$ cat src/rtl/mvm_wb_pkg.sv
// Shared definitions for the matrix-vector multiply Wishbone master:
// slave register offsets, the CTRL start bit and the master FSM states.
package mvm_wb_pkg;

  // Register offsets relative to the slave base address
  localparam logic [31:0] OFS_X1   = 32'h0000_0000;
  localparam logic [31:0] OFS_X2   = 32'h0000_0004;
  localparam logic [31:0] OFS_CTRL = 32'h0000_0008;
  localparam logic [31:0] OFS_Y    = 32'h0000_000C;

  // Value written to CTRL to kick off a multiply (bit0 = start)
  localparam logic [31:0] CTRL_START = 32'h0000_0001;

  // Master FSM states: four bus transfers separated by one-cycle gaps
  typedef enum logic [2:0] {
    IDLE    = 3'd0,
    WR_X1   = 3'd1,
    WR_X2   = 3'd2,
    WR_CTRL = 3'd3,
    RD_Y    = 3'd4,
    GAP     = 3'd5,
    RESP    = 3'd6
  } state_t;

endpackage

$ cat src/rtl/mvm_wb_master.sv
// Wishbone classic master for the matrix-vector multiply peripheral.
// Each accepted command writes X1, X2 and CTRL.start, then reads Y back and
// returns it on a valid/ready response port. A bus error or an ack timeout
// abandons the remaining transfers and returns an error response instead.
// ROWS*WIDTH_ROWS and COLUMNS*WIDTH_COLUMNS must each fit in 32 bits.
module mvm_wb_master
  import mvm_wb_pkg::*;
#(
  parameter int          ROWS          = 4,
  parameter int          COLUMNS       = 4,
  parameter int          WIDTH_ROWS    = 8,
  parameter int          WIDTH_COLUMNS = 8,
  parameter logic [31:0] BASE_ADDR     = 32'h3000_0000,
  parameter int          TIMEOUT       = 255
) (
  input  logic                             wb_clk_i,
  input  logic                             wb_rst_i,
  input  logic                             cmd_valid,
  output logic                             cmd_ready,
  input  logic [ROWS*WIDTH_ROWS-1:0]       cmd_x1,
  input  logic [COLUMNS*WIDTH_COLUMNS-1:0] cmd_x2,
  output logic                             rsp_valid,
  input  logic                             rsp_ready,
  output logic [ROWS*WIDTH_ROWS-1:0]       rsp_y,
  output logic                             rsp_err,
  output logic                             busy,
  output logic                             wbm_cyc_o,
  output logic                             wbm_stb_o,
  output logic                             wbm_we_o,
  output logic [31:0]                      wbm_adr_o,
  output logic [3:0]                       wbm_sel_o,
  output logic [31:0]                      wbm_dat_o,
  input  logic [31:0]                      wbm_dat_i,
  input  logic                             wbm_ack_i,
  input  logic                             wbm_err_i
);

  localparam int XW = ROWS * WIDTH_ROWS;
  localparam int CW = COLUMNS * WIDTH_COLUMNS;
  // Counter only has to reach TIMEOUT-1; keep at least one bit when disabled
  localparam int TW = (TIMEOUT > 0) ? $clog2(TIMEOUT + 1) : 1;

  state_t          state;
  state_t          after_gap;
  logic [XW-1:0]   x1_q;
  logic [CW-1:0]   x2_q;
  logic [TW-1:0]   tout_cnt;
  logic            timeout_hit;
  logic            unused_dat_i;

  assign cmd_ready    = (state == IDLE);
  assign busy         = (state != IDLE);
  // Last waiting cycle of a transfer: no ack by the end of it means abort
  assign timeout_hit  = (TIMEOUT != 0) && (tout_cnt == TW'(TIMEOUT - 1));
  // Only the low XW bits of the Y word carry the result
  assign unused_dat_i = ^wbm_dat_i;

  // Command sequencing, Wishbone outputs, timeout counter and response registers
  always_ff @(posedge wb_clk_i) begin
    if (wb_rst_i) begin
      state     <= IDLE;
      after_gap <= IDLE;
      x1_q      <= '0;
      x2_q      <= '0;
      tout_cnt  <= '0;
      wbm_cyc_o <= 1'b0;
      wbm_stb_o <= 1'b0;
      wbm_we_o  <= 1'b0;
      wbm_adr_o <= '0;
      wbm_sel_o <= '0;
      wbm_dat_o <= '0;
      rsp_valid <= 1'b0;
      rsp_err   <= 1'b0;
      rsp_y     <= '0;
    end else begin
      case (state)
        IDLE: begin
          if (cmd_valid) begin
            x1_q      <= cmd_x1;
            x2_q      <= cmd_x2;
            state     <= WR_X1;
            tout_cnt  <= '0;
            wbm_cyc_o <= 1'b1;
            wbm_stb_o <= 1'b1;
            wbm_we_o  <= 1'b1;
            wbm_sel_o <= 4'hF;
            wbm_adr_o <= BASE_ADDR + OFS_X1;
            wbm_dat_o <= 32'(cmd_x1);
          end
        end

        WR_X1, WR_X2, WR_CTRL, RD_Y: begin
          if (wbm_err_i) begin
            state     <= RESP;
            wbm_cyc_o <= 1'b0;
            wbm_stb_o <= 1'b0;
            wbm_we_o  <= 1'b0;
            wbm_sel_o <= '0;
            rsp_valid <= 1'b1;
            rsp_err   <= 1'b1;
            rsp_y     <= '0;
          end else if (wbm_ack_i) begin
            wbm_cyc_o <= 1'b0;
            wbm_stb_o <= 1'b0;
            wbm_we_o  <= 1'b0;
            wbm_sel_o <= '0;
            case (state)
              WR_X1: begin
                state     <= GAP;
                after_gap <= WR_X2;
              end
              WR_X2: begin
                state     <= GAP;
                after_gap <= WR_CTRL;
              end
              WR_CTRL: begin
                state     <= GAP;
                after_gap <= RD_Y;
              end
              default: begin
                state     <= RESP;
                rsp_valid <= 1'b1;
                rsp_err   <= 1'b0;
                rsp_y     <= wbm_dat_i[XW-1:0];
              end
            endcase
          end else if (timeout_hit) begin
            state     <= RESP;
            wbm_cyc_o <= 1'b0;
            wbm_stb_o <= 1'b0;
            wbm_we_o  <= 1'b0;
            wbm_sel_o <= '0;
            rsp_valid <= 1'b1;
            rsp_err   <= 1'b1;
            rsp_y     <= '0;
          end else begin
            tout_cnt <= tout_cnt + TW'(1);
          end
        end

        GAP: begin
          state     <= after_gap;
          tout_cnt  <= '0;
          wbm_cyc_o <= 1'b1;
          wbm_stb_o <= 1'b1;
          wbm_sel_o <= 4'hF;
          case (after_gap)
            WR_X2: begin
              wbm_we_o  <= 1'b1;
              wbm_adr_o <= BASE_ADDR + OFS_X2;
              wbm_dat_o <= 32'(x2_q);
            end
            WR_CTRL: begin
              wbm_we_o  <= 1'b1;
              wbm_adr_o <= BASE_ADDR + OFS_CTRL;
              wbm_dat_o <= CTRL_START;
            end
            RD_Y: begin
              wbm_we_o  <= 1'b0;
              wbm_adr_o <= BASE_ADDR + OFS_Y;
              wbm_dat_o <= '0;
            end
            default: begin
              state     <= IDLE;
              wbm_cyc_o <= 1'b0;
              wbm_stb_o <= 1'b0;
              wbm_sel_o <= '0;
            end
          endcase
        end

        RESP: begin
          if (rsp_ready) begin
            state     <= IDLE;
            rsp_valid <= 1'b0;
          end
        end

        default: begin
          state <= IDLE;
        end
      endcase
    end
  end

endmodule

$ cat config.mk
export PLATFORM = sky130hd
export DESIGN_NAME = mvm_wb_master
export DESIGN_NICKNAME = d
export VERILOG_FILES = /design/src/rtl/mvm_wb_pkg.sv /design/src/rtl/mvm_wb_master.sv
export SDC_FILE = /design/constraint.sdc
export NUM_CORES = 1
export LEC_CHECK = 0
export BUFFER_PORTS_ARGS = -buffer_cell sky130_fd_sc_hd__buf_2
export CAP_MARGIN = 20
export CORE_MARGIN = 4
export CORE_UTILIZATION = 44
export DETAILED_ROUTE_END_ITERATION = 16
export PLACE_DENSITY = 0.74
export SLEW_MARGIN = 20
export SYNTH_ARGS = -nofsm -noshare
export SYNTH_HDL_FRONTEND = slang
export SYNTH_SLANG_ARGS = --single-unit
$ cat constraint.sdc
create_clock -name wb_clk_i -period 4 [get_ports wb_clk_i]
set_input_delay 0.2 -clock wb_clk_i [delete_from_list [all_inputs] [get_ports wb_clk_i]]
set_output_delay 0.2 -clock wb_clk_i [all_outputs]
set_load 0.005 [all_outputs]
==> impl_metrics.toml <==
[sta]
min_period_ps = 2747
rsz0062_at_grt = "false"
worst_pin_slew_ps = 1013
drv_slew = 0
setup_ws_ps = 1253
hold_slack_ps = 21.92
finalCritPeriodShare = 0.6868
setup-violations-final = 0
hold_violations = 0
fmax_mhz = 364.0
skew_ps = 6.766
max_slew_margin = 0.3247
fin_tns_setup_ps = 0

[placement]
pre_cts_ws_ps = 1276
io_buffer_count = 180
dpl.hpwl_mm = 9.314
place.gp.congestion = 0.8086
place_inst = 877

[clock_tree]
htreeDepth = 4
cts_made_buffers = 17
cts_num_sinks = 117
cts_root_buf = "clkbuf_16"
clockBufferDepth = 2
clk_latency_ps = 410
cts_tree = "done"
clk_pin_slew_ps = 60
cts-resized-gates = 0

[outcome]
status = "completed"

[critical_path]
critPathTopFamily = "compound AO/OA/AOI/OAI gates"
path_max_fanout = 65
reg2reg_from = "state[2]"
reg2reg_depth = 6
path_cells = "nand3b_4, a21oi_1, o21a_2, buf_4, nor2_1, a211oi_1"
timing.critical_path.buf_inv = 1
critPathSlowestCell = "dfxtp_1"
critPathKind = "register to register"
critPathCaptureType = "register"
r2r_end = "wbm_dat_o[2]"
regToRegSetupSlack_ps = 1250
cpPeakStageDelay_ps = 640
startpoint_type = "register"
worstPathArrival_ps = 3050
critical_path_required_ps = 4310

[global_route]
grt_pass1_wl_mm = 21.48
grt_max_degree = 82
antenna_found_initial = 0
grt.overflow.total = 0
grt_pass1_vias = 4679
grt_usage = 0.1974

[min_path]
holdCritPathClass = "input pin to register"
hold_end = "rsp_y[13]"
holdPathStages = 3
min_from = "wbm_dat_i[13]"

[finish]
drive_above_1_share = 0.3342
nNetsFinal = 860
final-seq-area_um2 = 2342
fin_cells = 912
nFillCells = 1015
utilization = 0.5768
num_antenna_cells = 0
syn_to_final_growth_pct = 27.04
multi_input_comb_area_um2 = 2499

[yosys]
synth_common_cells = "117 x dfxtp_1, 106 x nand2_1, 53 x a21oi_1"
synth_cell_types = 49
synth_area_leader_cell = "dfxtp_1"
synth-seq-cells = 117
synthFlopType = "dfxtp_1"
post-synth-top-count-cell = "dfxtp_1"
async_flop_share = 0
synth_edf_count = 0
netlist_instances = 605
synth.area.top_cells = "dfxtp_1 45%, nand2_1 7.6%, a211oi_2 6.9%"
ys_seq_area_frac = 0.4480
syn_area_um2 = 5229
yosys.area.top_type_share = 0.4480
yosysWarnings = 0
avgSynthCellArea_um2 = 8.643

[floorplan]
num_io_pins = 209
rows = 39
die_x_um = 117.0
core_um2 = 11520
die_area_um2 = 13690
fp.dieH_um = 117.0
initial_core_util = 0.4540

[pwr]
power.density_nw_per_um2 = 734.7
p_leak_nw = 2.861
ir_drop_mv = 0.3334

[detailed_routing]
drcViolationCount = 0
drtAntennaViolNets = 0
vias = 4845
wl_per_cell_um = 14.97
routed_wirelength_mm = 13.65
drt_iter0_markers = 462
dr.pass1.iters = 5
vias_per_cell = 5.313

[run]
drv_cap = 0
-- layer usage --
layer  GRT usage  part of all wire  wire, um  vias up
li1            -                 -         -     2355
met1      0.2427              0.43      5879     2229
met2      0.3121              0.46      6230      231
met3     0.06992             0.092      1259       30
met4     0.08792             0.021       284        0
met5           0                 0         0        -
-- layout make-up --
cell class / instances / area share
inverter: 3 / 0.001695
multi-input combinational: 431 / 0.3762
clock inverter: 13 / 0.03051
clock buffer: 19 / 0.06819
tap: 143 / 0.02694
timing repair buffer: 186 / 0.1439
sequential: 117 / 0.3526
-- power by group --
| part | leakage [nW] | internal [mW] | total (mW) | switching, mW |
|---|---|---|---|---|
| Combinational | 1.58 | 0.583 | 1.55 | 0.970 |
| Sequential | 0.958 | 1.46 | 1.66 | 0.203 |
| Clock | 0.319 | 1.14 | 1.67 | 0.531 |
| Total | 2.86 | 3.18 | 4.88 | 1.70 |
-- registers in the layout (all words and copies together) (netlist names), 3 cells and up --
| signal | cells |
|---|---|
| wbm_adr_o | 3 |
| after_gap | 3 |
| tout_cnt | 8 |
| wbm_dat_o | 32 |
| state | 3 |
| x2_q | 32 |
| rsp_y | 32 |
-- stage by stage --
step	total power, mW	instance area (um^2)
6_report	4.881	6643
5_1_grt	5.208	6643
4_1_cts	4.920	6631
3_5_place_dp	3.219	5946
3_3_place_gp	3.147	5944
2_1_floorplan	2.879	5330
-- worst max-delay path by stage --
stage | from | to | slack, ps | depth (start not counted)
after floorplan | tout_cnt[0] | tout_cnt[4] | 2050 | 8
after global placement | state[2] | wbm_dat_o[10] | 1490 | 6
after detailed placement | state[2] | wbm_dat_o[25] | 1280 | 6
after CTS | state[2] | wbm_dat_o[2] | 1250 | 6
after global routing | state[2] | wbm_dat_o[2] | 1000 | 6
final | state[2] | wbm_dat_o[2] | 1250 | 6
-- worst register-to-register path: stages (launching register included) --
cell      delay [ps]
dfxtp_1          640
nand3b_4         500
a21oi_1          330
o21a_2           150
buf_4            620
nor2_1           150
a211oi_1         260
-- placed cells by master, fill, tap and decap left out, types with 5 or more instances in the layout --
cell type / count
buf_2: 179
dfxtp_1: 117
nand2_1: 105
a21oi_1: 53
nor2_1: 46
nand3b_1: 33
o21ai_1: 31
a22oi_1: 31
a211oi_2: 29
conb_1: 28
clkbuf_16: 17
o21ai_0: 10
a211oi_1: 8
nand3_1: 6
bufinv_16: 5
-- cells by family (layout without fill, tap and decap cells) --
kind of cell,count (synthesis),count (layout),synth area share
adder cells (fa/ha/maj),2,2,0.004785
multiplexers,1,1,0.001914
flip-flops,117,117,0.4480
AO/OA/AOI/OAI,174,174,0.2357
buffers and inverters,84,221,0.09739
XOR/XNOR,1,1,0.001675
AND/OR/NAND/NOR,225,225,0.2099
other,1,28,0.0007172
-- repair_timing --
item / 4_1_cts / 5_1_grt
endpoints found under the hold margin: 3 / 0
buffers inserted: 0 / 0
hold buffers: 3 / 0
Power figures use the tool's default switching activity.
